### config.mk
export PLATFORM = sky130hd
export DESIGN_NAME = digit_store
export DESIGN_NICKNAME = d
export VERILOG_FILES = /design/src/rtl/digit_store_pkg.sv /design/src/rtl/digit_step.sv /design/src/rtl/digit_store.sv
export SDC_FILE = /design/constraint.sdc
export NUM_CORES = 1
export LEC_CHECK = 0
export BUFFER_PORTS_ARGS = -buffer_cell sky130_fd_sc_hd__buf_2
export CAP_MARGIN = 10
export CORE_MARGIN = 3
export CORE_UTILIZATION = 55
export DETAILED_ROUTE_END_ITERATION = 10
export HOLD_SLACK_MARGIN = 0.12
export PLACE_DENSITY = 0.78
export RECOVER_POWER = 100
export SLEW_MARGIN = 20
export SYNTH_ARGS = -nofsm -noshare
export SYNTH_HDL_FRONTEND = slang
export SYNTH_SLANG_ARGS = --single-unit
### constraint.sdc
create_clock -name clk -period 12.2 [get_ports clk]
set_clock_uncertainty 0.1 [all_clocks]
set_input_delay 2.44 -clock clk [delete_from_list [all_inputs] [get_ports clk]]
set_output_delay 2.44 -clock clk [all_outputs]
set_load 0.01 [all_outputs]
### src/rtl/digit_store_pkg.sv
// rtl/digit_store_pkg.sv - op encodings, FSM states and digit helpers for digit_store
package digit_store_pkg;

    localparam logic [2:0] OP_LOAD  = 3'b000;
    localparam logic [2:0] OP_INC   = 3'b001;
    localparam logic [2:0] OP_DEC   = 3'b010;
    localparam logic [2:0] OP_CLEAR = 3'b011;
    localparam logic [2:0] OP_SHIFT = 3'b100;

    localparam logic DIR_INC = 1'b0;
    localparam logic DIR_DEC = 1'b1;

    typedef enum logic {
        ST_IDLE,
        ST_RIPPLE
    } state_e;

    function automatic int unsigned sat_digit(input int unsigned d, input int unsigned radix);
        return (d >= radix) ? radix - 1 : d;
    endfunction

endpackage

### src/rtl/digit_step.sv
// rtl/digit_step.sv - combinational single-digit increment/decrement with carry/borrow out
module digit_step
    import digit_store_pkg::*;
#(
    parameter int DIGIT_W = 4,
    parameter int RADIX   = 16
) (
    input  logic [DIGIT_W-1:0] d,
    input  logic               dir,
    output logic [DIGIT_W-1:0] q,
    output logic               carry
);

    localparam logic [DIGIT_W-1:0] TOP = DIGIT_W'(RADIX - 1);

    always_comb begin
        q     = d;
        carry = 1'b0;
        if (dir == DIR_INC) begin
            // out-of-radix digits behave as the top digit value and wrap
            if (d >= TOP) begin
                q     = '0;
                carry = 1'b1;
            end else begin
                q = d + DIGIT_W'(1);
            end
        end else begin
            if (d == '0) begin
                q     = TOP;
                carry = 1'b1;
            end else begin
                q = d - DIGIT_W'(1);
            end
        end
    end

endmodule

### src/rtl/digit_store.sv
// rtl/digit_store.sv - multi-digit radix register file with rippling inc/dec; SHIFT via DIGIT_STORE_SHIFT_EN
module digit_store
    import digit_store_pkg::*;
#(
    parameter int NUM_DIGITS = 8,
    parameter int DIGIT_W    = 4,
    parameter int RADIX      = 16,
    parameter int SEL_W      = $clog2(NUM_DIGITS)
) (
    input  logic                          clk,
    input  logic                          rst,
    input  logic                          op_valid,
    output logic                          op_ready,
    input  logic [2:0]                    op,
    input  logic [SEL_W-1:0]              sel,
    input  logic [DIGIT_W-1:0]            din,
    output logic [NUM_DIGITS*DIGIT_W-1:0] store,
    output logic                          done,
    output logic                          ovf,
    output logic                          err
);

    typedef logic [NUM_DIGITS-1:0][DIGIT_W-1:0] digits_t;

    localparam logic [SEL_W-1:0] TOP_IDX = SEL_W'(NUM_DIGITS - 1);
    localparam logic [31:0]      ND      = NUM_DIGITS;

    digits_t            digits_q, digits_d;
    state_e             state_q, state_d;
    logic [SEL_W-1:0]   idx_q, idx_d;
    logic               dir_q, dir_d;
    logic               done_q, done_d;
    logic               ovf_q, ovf_d;
    logic               err_q, err_d;

    logic               accept;
    logic               sel_ok;
    logic [SEL_W-1:0]   cur_idx;
    logic               step_dir;
    logic [DIGIT_W-1:0] step_in;
    logic [DIGIT_W-1:0] step_out;
    logic               step_carry;
    logic [DIGIT_W-1:0] din_sat;
    logic               wr_en;
    logic [DIGIT_W-1:0] wr_data;

    assign op_ready = (state_q == ST_IDLE) && !rst;
    assign accept   = op_valid && op_ready;
    assign sel_ok   = (32'(sel) < ND);
    assign din_sat  = DIGIT_W'(sat_digit(32'(din), RADIX));
    assign store    = digits_q;
    assign done     = done_q;
    assign ovf      = ovf_q;
    assign err      = err_q;

    // one stepper serves both the acceptance digit and the ripple digit
    always_comb begin
        cur_idx  = idx_q;
        step_dir = dir_q;
        step_in  = '0;
        if (state_q == ST_IDLE) begin
            cur_idx  = sel;
            step_dir = (op == OP_DEC) ? DIR_DEC : DIR_INC;
        end
        for (int i = 0; i < NUM_DIGITS; i++) begin
            if (cur_idx == SEL_W'(i)) step_in = digits_q[i];
        end
    end

    digit_step #(
        .DIGIT_W (DIGIT_W),
        .RADIX   (RADIX)
    ) u_step (
        .d     (step_in),
        .dir   (step_dir),
        .q     (step_out),
        .carry (step_carry)
    );

    always_comb begin
        digits_d = digits_q;
        state_d  = state_q;
        idx_d    = idx_q;
        dir_d    = dir_q;
        done_d   = 1'b0;
        ovf_d    = 1'b0;
        err_d    = 1'b0;
        wr_en    = 1'b0;
        wr_data  = step_out;

        case (state_q)
            ST_IDLE: begin
                if (accept) begin
                    case (op)
                        OP_LOAD: begin
                            if (sel_ok) begin
                                wr_en   = 1'b1;
                                wr_data = din_sat;
                                done_d  = 1'b1;
                            end else begin
                                err_d = 1'b1;
                            end
                        end
                        OP_INC, OP_DEC: begin
                            if (sel_ok) begin
                                wr_en = 1'b1;
                                if (!step_carry) begin
                                    done_d = 1'b1;
                                end else if (sel == TOP_IDX) begin
                                    done_d = 1'b1;
                                    ovf_d  = 1'b1;
                                end else begin
                                    state_d = ST_RIPPLE;
                                    idx_d   = sel + SEL_W'(1);
                                    dir_d   = step_dir;
                                end
                            end else begin
                                err_d = 1'b1;
                            end
                        end
                        OP_CLEAR: begin
                            digits_d = '0;
                            done_d   = 1'b1;
                        end
`ifdef DIGIT_STORE_SHIFT_EN
                        OP_SHIFT: begin
                            digits_d = {digits_q[NUM_DIGITS-2:0], din_sat};
                            done_d   = 1'b1;
                        end
`endif
                        default: err_d = 1'b1;
                    endcase
                end
            end
            ST_RIPPLE: begin
                wr_en = 1'b1;
                if (!step_carry) begin
                    state_d = ST_IDLE;
                    done_d  = 1'b1;
                end else if (idx_q == TOP_IDX) begin
                    state_d = ST_IDLE;
                    done_d  = 1'b1;
                    ovf_d   = 1'b1;
                end else begin
                    idx_d = idx_q + SEL_W'(1);
                end
            end
            default: state_d = ST_IDLE;
        endcase

        if (wr_en) begin
            for (int i = 0; i < NUM_DIGITS; i++) begin
                if (cur_idx == SEL_W'(i)) digits_d[i] = wr_data;
            end
        end
    end

    always_ff @(posedge clk) begin
        if (rst) begin
            digits_q <= '0;
            state_q  <= ST_IDLE;
            idx_q    <= '0;
            dir_q    <= DIR_INC;
            done_q   <= 1'b0;
            ovf_q    <= 1'b0;
            err_q    <= 1'b0;
        end else begin
            digits_q <= digits_d;
            state_q  <= state_d;
            idx_q    <= idx_d;
            dir_q    <= dir_d;
            done_q   <= done_d;
            ovf_q    <= ovf_d;
            err_q    <= err_d;
        end
    end

endmodule

==> results of run 1 <==
layer usage:
layer,track usage [%],up-vias,wire length (microns)
met2,41.1,82,3140
met3,4.02,9,445
met4,9.39,0,74
li1,-,1107,-
met5,0,-,0
met1,36.4,1120,2790
critical path: stages:
cell,delay [ns]
buf_2,0.11
mux2i_1,0.28
inv_1,0.12
ha_1,0.44
nand3b_1,0.25
a221oi_1,0.27
a211oi_1,0.09
o41a_4,0.47
ha_1,0.24
nor2b_1,0.14
o2111a_1,0.21
o311ai_0,1.54
mux2i_1,0.24
cells by family after synthesis:
logic type	after synthesis
and+or+nand+nor	114
AOI/OAI and AO/OA	70
DFF	40
buffers and inverters	27
muxes	20
adders and majority gates	8
xor gates and xnor gates	2
cell usage after synthesis, drive strengths merged, types with 8 or more instances:
library cell  instances
clkbuf               11
a31oi                12
dfxtp                40
nand3                15
o41ai                 8
nand2                28
o21ai                 9
ha                    8
a21oi                12
inv                  11
mux2i                14
nor2                 38
registers in the layout (all words and copies together) (netlist names):
name and cells:
state_q 1, ovf 1, err 1, dir_q 1
store 32, done 1, idx_q 3
final cells by class:
| class | count | area, sq um | share of cell area [%] |
|---|---|---|---|
| multi-input cells | 214 | 1470 | 55.2 |
| clock buffers | 8 | 90.1 | 3.38 |
| repair buffers | 49 | 200 | 7.51 |
| inverters | 11 | 41.3 | 1.55 |
| well taps | 50 | 62.6 | 2.35 |
| flip-flops and latches | 40 | 801 | 30.0 |
report_power, final:
group	internal (mW)	switching [mW]
combinational	0.0143	0.0296
sequential	0.131	0.000764
clock	0.0462	0.0453
total	0.192	0.0757
placed cells by master, fill, tap and decap left out, types with 3 or more instances in the layout:
master / count
clkbuf_1: 40
nor2b_1: 6
and3_1: 3
inv_1: 9
o21ai_0: 8
mux2i_1: 13
nand3b_1: 6
clkbuf_8: 6
a211oi_1: 3
o41ai_1: 8
mux2_2: 6
nand3_1: 15
a21oi_1: 11
nor2_1: 37
nand2_1: 28
dfxtp_1: 40
buf_2: 10
ha_1: 8
a31oi_1: 11
nor3_1: 3
through the flow:
step	area, sq um	instances	hold WS (ns)	utilization, %	total power, mW
after detailed placement	2650	364	0.382	64.4	0.180
after floorplan	2410	281	0.360	-	0.168
after CTS	2740	372	0.385	66.6	0.271
after global placement	2650	364	0.368	64.4	0.179
final	2670	372	0.387	64.8	0.268
after global routing	2670	372	0.406	64.8	0.278
worst max path at each step:
stage	cells past startpoint	slack [ns]	endpoint
floorplan	15	6.61	store[10]
global placement	15	6.07	store[10]
detailed placement	15	5.98	store[18]
CTS	15	6.28	store[18]
global route	12	5.00	store[28]
finish	13	5.33	store[8]
==> results.sh, run 1 <==
export IMPL_post_drt_wl_per_cell_microns=17.3
export IMPL_maxSlewHeadroom_pct=-28.1
export IMPL_ctsHoldBuffers=0
export IMPL_synth_top_family_by_area="compound AO/OA/AOI/OAI gates"
export IMPL_clkLatencyLatePin_ns=0.29
export IMPL_min_path_cells=2
export IMPL_violations="capacitance limit, slew limit"
export IMPL_drive_gt1_share_pct=12.4
export IMPL_status="complete, but fails checks"
export IMPL_period_share_pct=56.3
export IMPL_top_level_ports=49
export IMPL_synthFlopType="dfxtp_1"
export IMPL_start_util_pct=58.7
export IMPL_synth_adder_area_share_pct=4.15
export IMPL_grt_pass1_wl_microns=10800
export IMPL_place_ws_ns=5.98
export IMPL_ys_seq_area_share_pct=33.2
export IMPL_wirelength_microns=6450
export IMPL_fp_dieArea_sq_um=5220
export IMPL_area_growth_pct=10.4
export IMPL_grt_usage_pct=26.2
export IMPL_synth_simple_area_share_pct=23.0
export IMPL_maxCapViolations=1
export IMPL_powerDensity_nw_per_um2=100
export IMPL_crit_path_start_kind="input port"
export IMPL_worstRegToRegCells=12
export IMPL_cts_root_buf="clkbuf_8"
export IMPL_synth_distinct_cells=59
export IMPL_drtAntennaViolNets=0
export IMPL_cts_setup_buffers=0
export IMPL_fill_cells=407
export IMPL_irDropWorstVdd_mv=0.0565
export IMPL_core_area_sq_um=4120
export IMPL_synth_nets=302
export IMPL_clk_pin_slew_ns=0.08
export IMPL_synth_edf_count=0
export IMPL_hp_class="flip-flop to flip-flop"
export IMPL_syn_area_per_cell_sq_um=8.59
export IMPL_grt_max_degree=28
export IMPL_maxSlewViolCount=9
export IMPL_rsz0062_at_grt="no"
export IMPL_r2r_end="store[8]"
export IMPL_diodes=0
export IMPL_dp_hpwl_microns=4630
export IMPL_r2r_start="state_q"
export IMPL_syn_inst=281
export IMPL_place_gp_congestion=0.864
export IMPL_worstPathRequired_ns=12.18
export IMPL_rows=23
export IMPL_synth_top_cell_area_share_pct=33.2
export IMPL_synth_area_leaders="dfxtp_1 33%, nor2_1 5.8%, mux2i_1 5.4%"
export IMPL_cts_resized=0
export IMPL_worstSetupEndpointType="flip-flop"
export IMPL_yosys_area_top_type="dfxtp_1"
export IMPL_num_vias=2318
export IMPL_hp_start="dir_q"
export IMPL_min_to="dir_q"
export IMPL_crit_fanout=21
export IMPL_synth_mux_area_share_pct=9.12
export IMPL_clk_path_buf_depth=2
export IMPL_tightest_slew_ns=1.90
export IMPL_hold_viol=0
export IMPL_cp_startpoint="sel[0]"
export IMPL_viasPerCell=6.23
export IMPL_drc_errors=0
export IMPL_cp_data_arrival_time_ns=6.84
export IMPL_async_flop_share_pct=0
export IMPL_worstSetupPathType="input port to flip-flop"
export IMPL_max_freq_mhz=146
export IMPL_synth_xor_area_share_pct=0.725
export IMPL_cts_htree_levels=2
export IMPL_worst_slack_ns=5.33
export IMPL_totalNegativeSetupSlack_ns=0
export IMPL_min_period_ns=6.87
export IMPL_setup_violations=0
export IMPL_die_x_microns=72.3
export IMPL_syn_area_sq_um=2410
export IMPL_die_h_microns=72.3
export IMPL_antenna_found_initial=0
export IMPL_cts_num_sinks=40
export IMPL_grt_ovfl_total=0
export IMPL_drt_iter0_drc=189
export IMPL_reg2reg_slack_ns=6.83
export IMPL_numPortBuffers=48
export IMPL_dr_pass1_iters=4
export IMPL_cts_buffers=5
export IMPL_p_leak_nw=0.991
export IMPL_grt_pass1_vias=2129
export IMPL_synth_seq_cells=40
export IMPL_yosysWarnings=0
export IMPL_nets=342
export IMPL_synth_compound_area_share_pct=25.0
export IMPL_cts_tree="built"
No activity file was read; power rests on OpenSTA's default activity.
==> run 2: changes to the inputs <==
--- a/config.mk
+++ b/config.mk
@@ -5,13 +5,14 @@
 export SDC_FILE = /design/constraint.sdc
 export NUM_CORES = 1
 export LEC_CHECK = 0
+export ABC_AREA = 1
 export BUFFER_PORTS_ARGS = -buffer_cell sky130_fd_sc_hd__buf_2
 export CAP_MARGIN = 10
 export CORE_MARGIN = 3
-export CORE_UTILIZATION = 55
+export CORE_UTILIZATION = 50
 export DETAILED_ROUTE_END_ITERATION = 10
 export HOLD_SLACK_MARGIN = 0.12
-export PLACE_DENSITY = 0.78
+export PLACE_DENSITY = 0.74
 export RECOVER_POWER = 100
 export SLEW_MARGIN = 20
 export SYNTH_ARGS = -nofsm -noshare
==> constraint.sdc (replaced) <==
create_clock -name clk -period 6.25 [get_ports clk]
set_clock_uncertainty 0.1 [all_clocks]
set_input_delay 1.25 -clock clk [delete_from_list [all_inputs] [get_ports clk]]
set_output_delay 1.25 -clock clk [all_outputs]
set_load 0.01 [all_outputs]
==> run 2 against run 1 <==
- the run now ends clean
- cell count grew 35%
- via count increased by 13%
- combinational power rose by 100%
- setup slack lost 3.7 ns
- global-route usage decreased by 3.5 points
- sequential cell count did not move
- sequential power grew 96%
- critical endpoint is now store[21]
- largest cell class unchanged
- highest routed layer unchanged
==> results.sh, run 2 <==
export IMPL_status="complete, no violations"
export IMPL_grt_pass1_vias=2391
export IMPL_yosysMostFrequentCell="inv_1"
export IMPL_ys_seq_area_share_pct=31.5
export IMPL_cts_root_buf="clkbuf_8"
export IMPL_worst_slack_ns=1.67
export IMPL_worstPathRequired_ns=6.38
export IMPL_mostFrequentLayoutCell="inv_1"
export IMPL_dp_hpwl_microns=4710
export IMPL_synth_top_cell_area_share_pct=31.5
export IMPL_irDropWorstVdd_mv=0.0912
export IMPL_drc_errors=0
export IMPL_synth_distinct_cells=32
export IMPL_min_period_ns=4.58
export IMPL_maxSlewViolCount=0
export IMPL_synth_area_leaders="dfxtp_1 32%, inv_1 9.5%, nand2_1 8.7%"
export IMPL_multi_input_comb_area_sq_um=1380
export IMPL_cts_num_sinks=40
export IMPL_die_h_microns=77.3
export IMPL_ctsHoldBuffers=0
export IMPL_maxCapViolations=0
export IMPL_core_area_sq_um=4820
export IMPL_syn_inst=389
export IMPL_drtAntennaViolNets=0
export IMPL_cp_slowest_cell="o21ai_0"
export IMPL_num_vias=2610
export IMPL_clk_path_buf_depth=2
export IMPL_die_x_microns=77.3
export IMPL_area_growth_pct=10.7
export IMPL_antenna_found_initial=0
export IMPL_rows=25
export IMPL_path_cells="buf_2 > o21ai_0 > ha_1 > inv_1 > nor2_1 > inv_1 > o21ai_0 > inv_1 > nand2_1 > nand2_1 > a21oi_1 > inv_1 > ha_1 > or2_2 > nand3_1 > o21ai_0 > inv_1 > nand2_1 > a21oi_1"
export IMPL_rsz0062_at_grt="no"
export IMPL_post_drt_wl_per_cell_microns=13.1
export IMPL_worstSetupEndpointType="flip-flop"
export IMPL_totalNegativeSetupSlack_ns=0
export IMPL_grt_usage_pct=22.7
export IMPL_tightest_slew_ns=1.31
export IMPL_cts_setup_buffers=0
export IMPL_crit_path_start_kind="input port"
export IMPL_synth_edf_count=0
export IMPL_wirelength_microns=6590
export IMPL_p_leak_nw=1.21
export IMPL_synth_seq_cells=40
export IMPL_clk_pin_slew_ns=0.09
export IMPL_synthFlopType="dfxtp_1"
export IMPL_drt_iter0_drc=200
export IMPL_viasPerCell=5.18
export IMPL_grt_ovfl_total=0
export IMPL_grt_pass1_wl_microns=11000
export IMPL_period_share_pct=73.2
export IMPL_maxSlewHeadroom_pct=11.9
export IMPL_hp_class="flip-flop to flip-flop"
export IMPL_clkLatencyLatePin_ns=0.30
export IMPL_crit_fanout=7
export IMPL_regArea_sq_um=801
export IMPL_nets=457
export IMPL_cts_tree="built"
export IMPL_cts_htree_levels=2
export IMPL_top_level_ports=49
export IMPL_holdWs_ns=0.358
export IMPL_slowest_delay_ns=0.46
export IMPL_place_gp_congestion=0.930
export IMPL_numPortBuffers=48
export IMPL_place_ws_ns=1.72
export IMPL_mostFrequentLayoutCells="64 x inv_1, 62 x nand2_1, 56 x nor2_1, 43 x a21oi_1, 42 x o21ai_0"
export IMPL_cts_buffers=5
export IMPL_largest_register_ffs=32
export IMPL_dr_pass1_iters=5
export IMPL_fill_cells=518
export IMPL_syn_area_sq_um=2540
export IMPL_drive_gt1_share_pct=10.3
export IMPL_diodes=0
export IMPL_setup_violations=0
export IMPL_start_util_pct=52.7
export IMPL_grt_max_degree=30
export IMPL_worstSetupPathType="input port to flip-flop"
export IMPL_hold_viol=0
export IMPL_fp_dieArea_sq_um=5970
export IMPL_async_flop_share_pct=0
export IMPL_synthTopCellsByCount="64 x inv_1, 59 x nand2_1, 54 x nor2_1"
export IMPL_cp_data_arrival_time_ns=4.70
export IMPL_yosysWarnings=0
export IMPL_cts_resized=0
export IMPL_path_common_cell="inv_1"
export IMPL_powerDensity_nw_per_um2=190
export IMPL_synth_nets=410
export IMPL_max_freq_mhz=218
export IMPL_syn_area_per_cell_sq_um=6.53
export IMPL_yosys_area_top_type="dfxtp_1"
[run 2: cell count changes after synthesis, moves of 8 or more]
cell / previous run / this run
a21oi_1: 11 / 42
a31oi_1: 10 / 0
inv_1: 8 / 64
mux2i_1: 13 / 0
nand2_1: 28 / 59
nand2_2: 0 / 10
nand3_1: 15 / 26
nor2_1: 37 / 54
o21ai_0: 7 / 40
o41ai_1: 8 / 0
[run 2: kinds of logic (layout without fill, tap and decap cells)]
| kind of cell | count (synthesis) | in the layout | synth area share [%] |
|---|---|---|---|
| buffers and inverters | 75 | 123 | 12.2 |
| AOI/OAI and AO/OA | 91 | 91 | 19.1 |
| DFF | 40 | 40 | 31.5 |
| and+or+nand+nor | 174 | 174 | 32.9 |
| adders and majority gates | 8 | 8 | 3.94 |
| xor gates and xnor gates | 1 | 1 | 0.345 |
[run 2: worst paths after layout]
kind / cells after the start / startpoint / slack, ns / to
worst max-delay path: 19 / sel[1] / 1.67 / store[21]
worst min register to register: 2 / dir_q / 0.36 / dir_q
worst min-delay path: 2 / dir_q / 0.36 / dir_q
worst max register to register: 20 / state_q / 1.92 / store[21]
[run 2: report_power, final]
| group | internal, mW | switching, mW | leakage, nW |
|---|---|---|---|
| Combinational | 0.0261 | 0.0631 | 0.839 |
| Sequential | 0.257 | 0.00179 | 0.323 |
| Clock | 0.0883 | 0.0984 | 0.0510 |
| Total | 0.372 | 0.163 | 1.21 |
[run 2: cell type report]
cell class / count / area share [%]
timing repair buffer: 49 / 7.17
clock buffer: 6 / 2.94
multi-input combinational: 274 / 49.2
tap: 67 / 2.98
inverter: 66 / 8.90
sequential: 40 / 28.5
clock inverter: 2 / 0.356
[run 2: routing by layer]
layer / wire, microns / up-vias / global-route usage, %
li1: - / 1337 / -
met1: 3020 / 1174 / 29.6
met2: 2990 / 86 / 36.8
met3: 446 / 13 / 4.11
met4: 133 / 0 / 9.43
met5: 0 / - / 0
[run 2: worst max-delay path, delay by kind of cell]
| kind | cells | cell delay, ns |
|---|---|---|
| simple gates | 6 | 0.77 |
| buf+inv | 6 | 0.75 |
| fa+ha+maj | 2 | 0.66 |
| compound gates | 5 | 1.28 |
[run 2: stage by stage]
stage               utilization, %  instances  power [mW]  instance area (sq um)
global route                  58.3        504       0.557                   2810
detailed placement            58.3        496       0.358                   2810
global placement              58.3        496       0.357                   2810
CTS                           60.3        504       0.538                   2900
floorplan                        -        389       0.332                   2540
finish                        58.3        504       0.535                   2810
==> run 3: changes to the inputs <==
--- a/config.mk
+++ b/config.mk
@@ -9,10 +9,10 @@
 export BUFFER_PORTS_ARGS = -buffer_cell sky130_fd_sc_hd__buf_2
 export CAP_MARGIN = 10
 export CORE_MARGIN = 3
-export CORE_UTILIZATION = 50
+export CORE_UTILIZATION = 55
 export DETAILED_ROUTE_END_ITERATION = 10
 export HOLD_SLACK_MARGIN = 0.12
-export PLACE_DENSITY = 0.74
+export PLACE_DENSITY = 0.77
 export RECOVER_POWER = 100
 export SLEW_MARGIN = 20
 export SYNTH_ARGS = -nofsm -noshare
==> constraint.sdc (replaced) <==
create_clock -name clk -period 4.6 [get_ports clk]
set_clock_uncertainty 0.1 [all_clocks]
set_input_delay 0.92 -clock clk [delete_from_list [all_inputs] [get_ports clk]]
set_output_delay 0.92 -clock clk [all_outputs]
set_load 0.01 [all_outputs]
==> run 3 against run 2 <==
- cell count fell by 2.8%
- worst hold slack lost 0.0079 ns
- setup slack lost 1.1 ns
- critical endpoint is now store[6]
- largest power group unchanged
- highest routed layer unchanged
==> results.sh, run 3 (synthesis gave the netlist of run 2 again) <==
export IMPL_status="complete, no violations"
export IMPL_post_drt_wl_per_cell_microns=13.0
export IMPL_cts_tree="built"
export IMPL_die_h_microns=73.9
export IMPL_cts_buffers=5
export IMPL_nets=458
export IMPL_worstSetupEndpointType="flip-flop"
export IMPL_die_x_microns=73.9
export IMPL_post_place_cells=482
export IMPL_tightest_slew_ns=0.840
export IMPL_total_power_uw=789
export IMPL_viasPerCell=5.25
export IMPL_hold_viol=0
export IMPL_antenna_found_initial=0
export IMPL_grt_ovfl_total=0
export IMPL_ctsHoldBuffers=0
export IMPL_drive_gt1_share_pct=10.3
export IMPL_mostFrequentLayoutCell="inv_1"
export IMPL_wirelength_microns=6390
export IMPL_period_share_pct=87.5
export IMPL_start_util_pct=57.5
export IMPL_path_cells="inv_4 > or2_2 > o21ai_0 > inv_1 > ha_1 > ha_1 > inv_1 > nand2_1 > inv_1 > nand2_1 > nand2_1 > nand2_1 > nand2_1 > nand2_1 > a21oi_4 > inv_1 > ha_1 > nand2_1 > o21ai_0 > xnor2_1 > nand2_1 > o21ai_0 > clkbuf_1 > a21oi_1"
export IMPL_stdcell_count=490
export IMPL_diodes=0
export IMPL_drc_errors=0
export IMPL_drt_iter0_drc=156
export IMPL_crit_path_start_kind="flip-flop"
export IMPL_clk_path_buf_depth=2
export IMPL_largest_register_ffs=32
export IMPL_worstPathRequired_ns=4.66
export IMPL_powerDensity_nw_per_um2=278
export IMPL_max_freq_mhz=248
export IMPL_grt_pass1_vias=2293
export IMPL_maxCapViolations=0
export IMPL_grt_usage_pct=25.5
export IMPL_grt_pass1_wl_microns=10800
export IMPL_slowest_delay_ns=0.56
export IMPL_cp_slowest_cell="dfxtp_1"
export IMPL_holdWs_ns=0.350
export IMPL_crit_fanout=10
export IMPL_top_level_ports=49
export IMPL_cts_num_sinks=40
export IMPL_clk_pin_slew_ns=0.07
export IMPL_place_gp_congestion=0.929
export IMPL_path_common_cell="nand2_1"
export IMPL_cts_setup_buffers=0
export IMPL_clkLatencyLatePin_ns=0.30
export IMPL_worstSetupPathType="flip-flop to flip-flop"
export IMPL_numPortBuffers=48
export IMPL_dr_pass1_iters=5
export IMPL_dp_hpwl_microns=4740
export IMPL_maxSlewHeadroom_pct=44.0
export IMPL_drtAntennaViolNets=0
export IMPL_rows=24
export IMPL_totalNegativeSetupSlack_ns=0
export IMPL_grt_max_degree=30
export IMPL_cp_data_arrival_time_ns=4.08
export IMPL_cts_root_buf="clkbuf_8"
export IMPL_maxSlewViolCount=0
export IMPL_post_route_util_pct=64.2
export IMPL_core_area_sq_um=4410
export IMPL_cts_resized=0
export IMPL_cts_htree_levels=2
export IMPL_hp_class="flip-flop to flip-flop"
export IMPL_cp_top_family="buffers and inverters"
export IMPL_rsz0062_at_grt="no"
export IMPL_path_buf_inv=6
export IMPL_min_period_ns=4.03
export IMPL_area_growth_pct=11.7
export IMPL_irDropWorstVdd_mv=0.142
export IMPL_setup_violations=0
export IMPL_fp_dieArea_sq_um=5470
export IMPL_num_vias=2573
export IMPL_p_leak_nw=1.23
export IMPL_mostFrequentLayoutCells="64 x inv_1, 63 x nand2_1, 55 x nor2_1, 42 x a21oi_1, 41 x o21ai_0"
-- run 3: final cells by class --
| type | instances | area (sq um) |
|---|---|---|
| flip-flops and latches | 40 | 801 |
| well taps | 52 | 65.1 |
| inverters | 66 | 250 |
| clock buffers | 7 | 96.3 |
| multi-input cells | 274 | 1390 |
| clock inverters | 1 | 30.0 |
| fillers | 417 | 1580 |
| repair buffers | 50 | 205 |
-- run 3: path summary, 6_finish.rpt --
path / start / cells after the start / slack, ns / end
min: dir_q / 2 / 0.35 / dir_q
max: state_q / 24 / 0.57 / store[6]
min reg2reg: dir_q / 2 / 0.35 / dir_q
max reg2reg: state_q / 24 / 0.57 / store[6]
-- run 3: worst reg2reg max path: stages, from the launching register on --
cell and delay (ns):
dfxtp_1 0.56, inv_4 0.11, or2_2 0.28, o21ai_0 0.15
inv_1 0.11, ha_1 0.23, ha_1 0.24, inv_1 0.18
nand2_1 0.07, inv_1 0.06, nand2_1 0.05, nand2_1 0.05
nand2_1 0.05, nand2_1 0.06, nand2_1 0.08, a21oi_4 0.16
inv_1 0.10, ha_1 0.21, nand2_1 0.07, o21ai_0 0.09
xnor2_1 0.16, nand2_1 0.08, o21ai_0 0.07, clkbuf_1 0.45
a21oi_1 0.13
-- run 3: power by group --
part	internal [mW]	total [mW]	leakage [nW]	switching, mW
Clock	0.191	0.314	0.0645	0.122
Combinational	0.0364	0.123	0.843	0.0866
Sequential	0.350	0.352	0.323	0.00239
Total	0.577	0.789	1.23	0.211
-- run 3: metrics by stage --
stage          worst slack, ns  instance area (sq um)
6_report                 0.575                   2840
5_1_grt                  0.142                   2840
4_1_cts                  0.683                   2930
3_5_place_dp             0.502                   2800
3_3_place_gp             0.574                   2800
2_1_floorplan             1.02                   2540
-- run 3: layer usage --
metal	up-vias	part of all wire [%]	global-route usage [%]
met1	1137	46	34.0
met5	-	0	0
met3	15	6.0	4.86
met4	0	2.2	8.25
met2	85	45	41.4
li1	1336	-	-
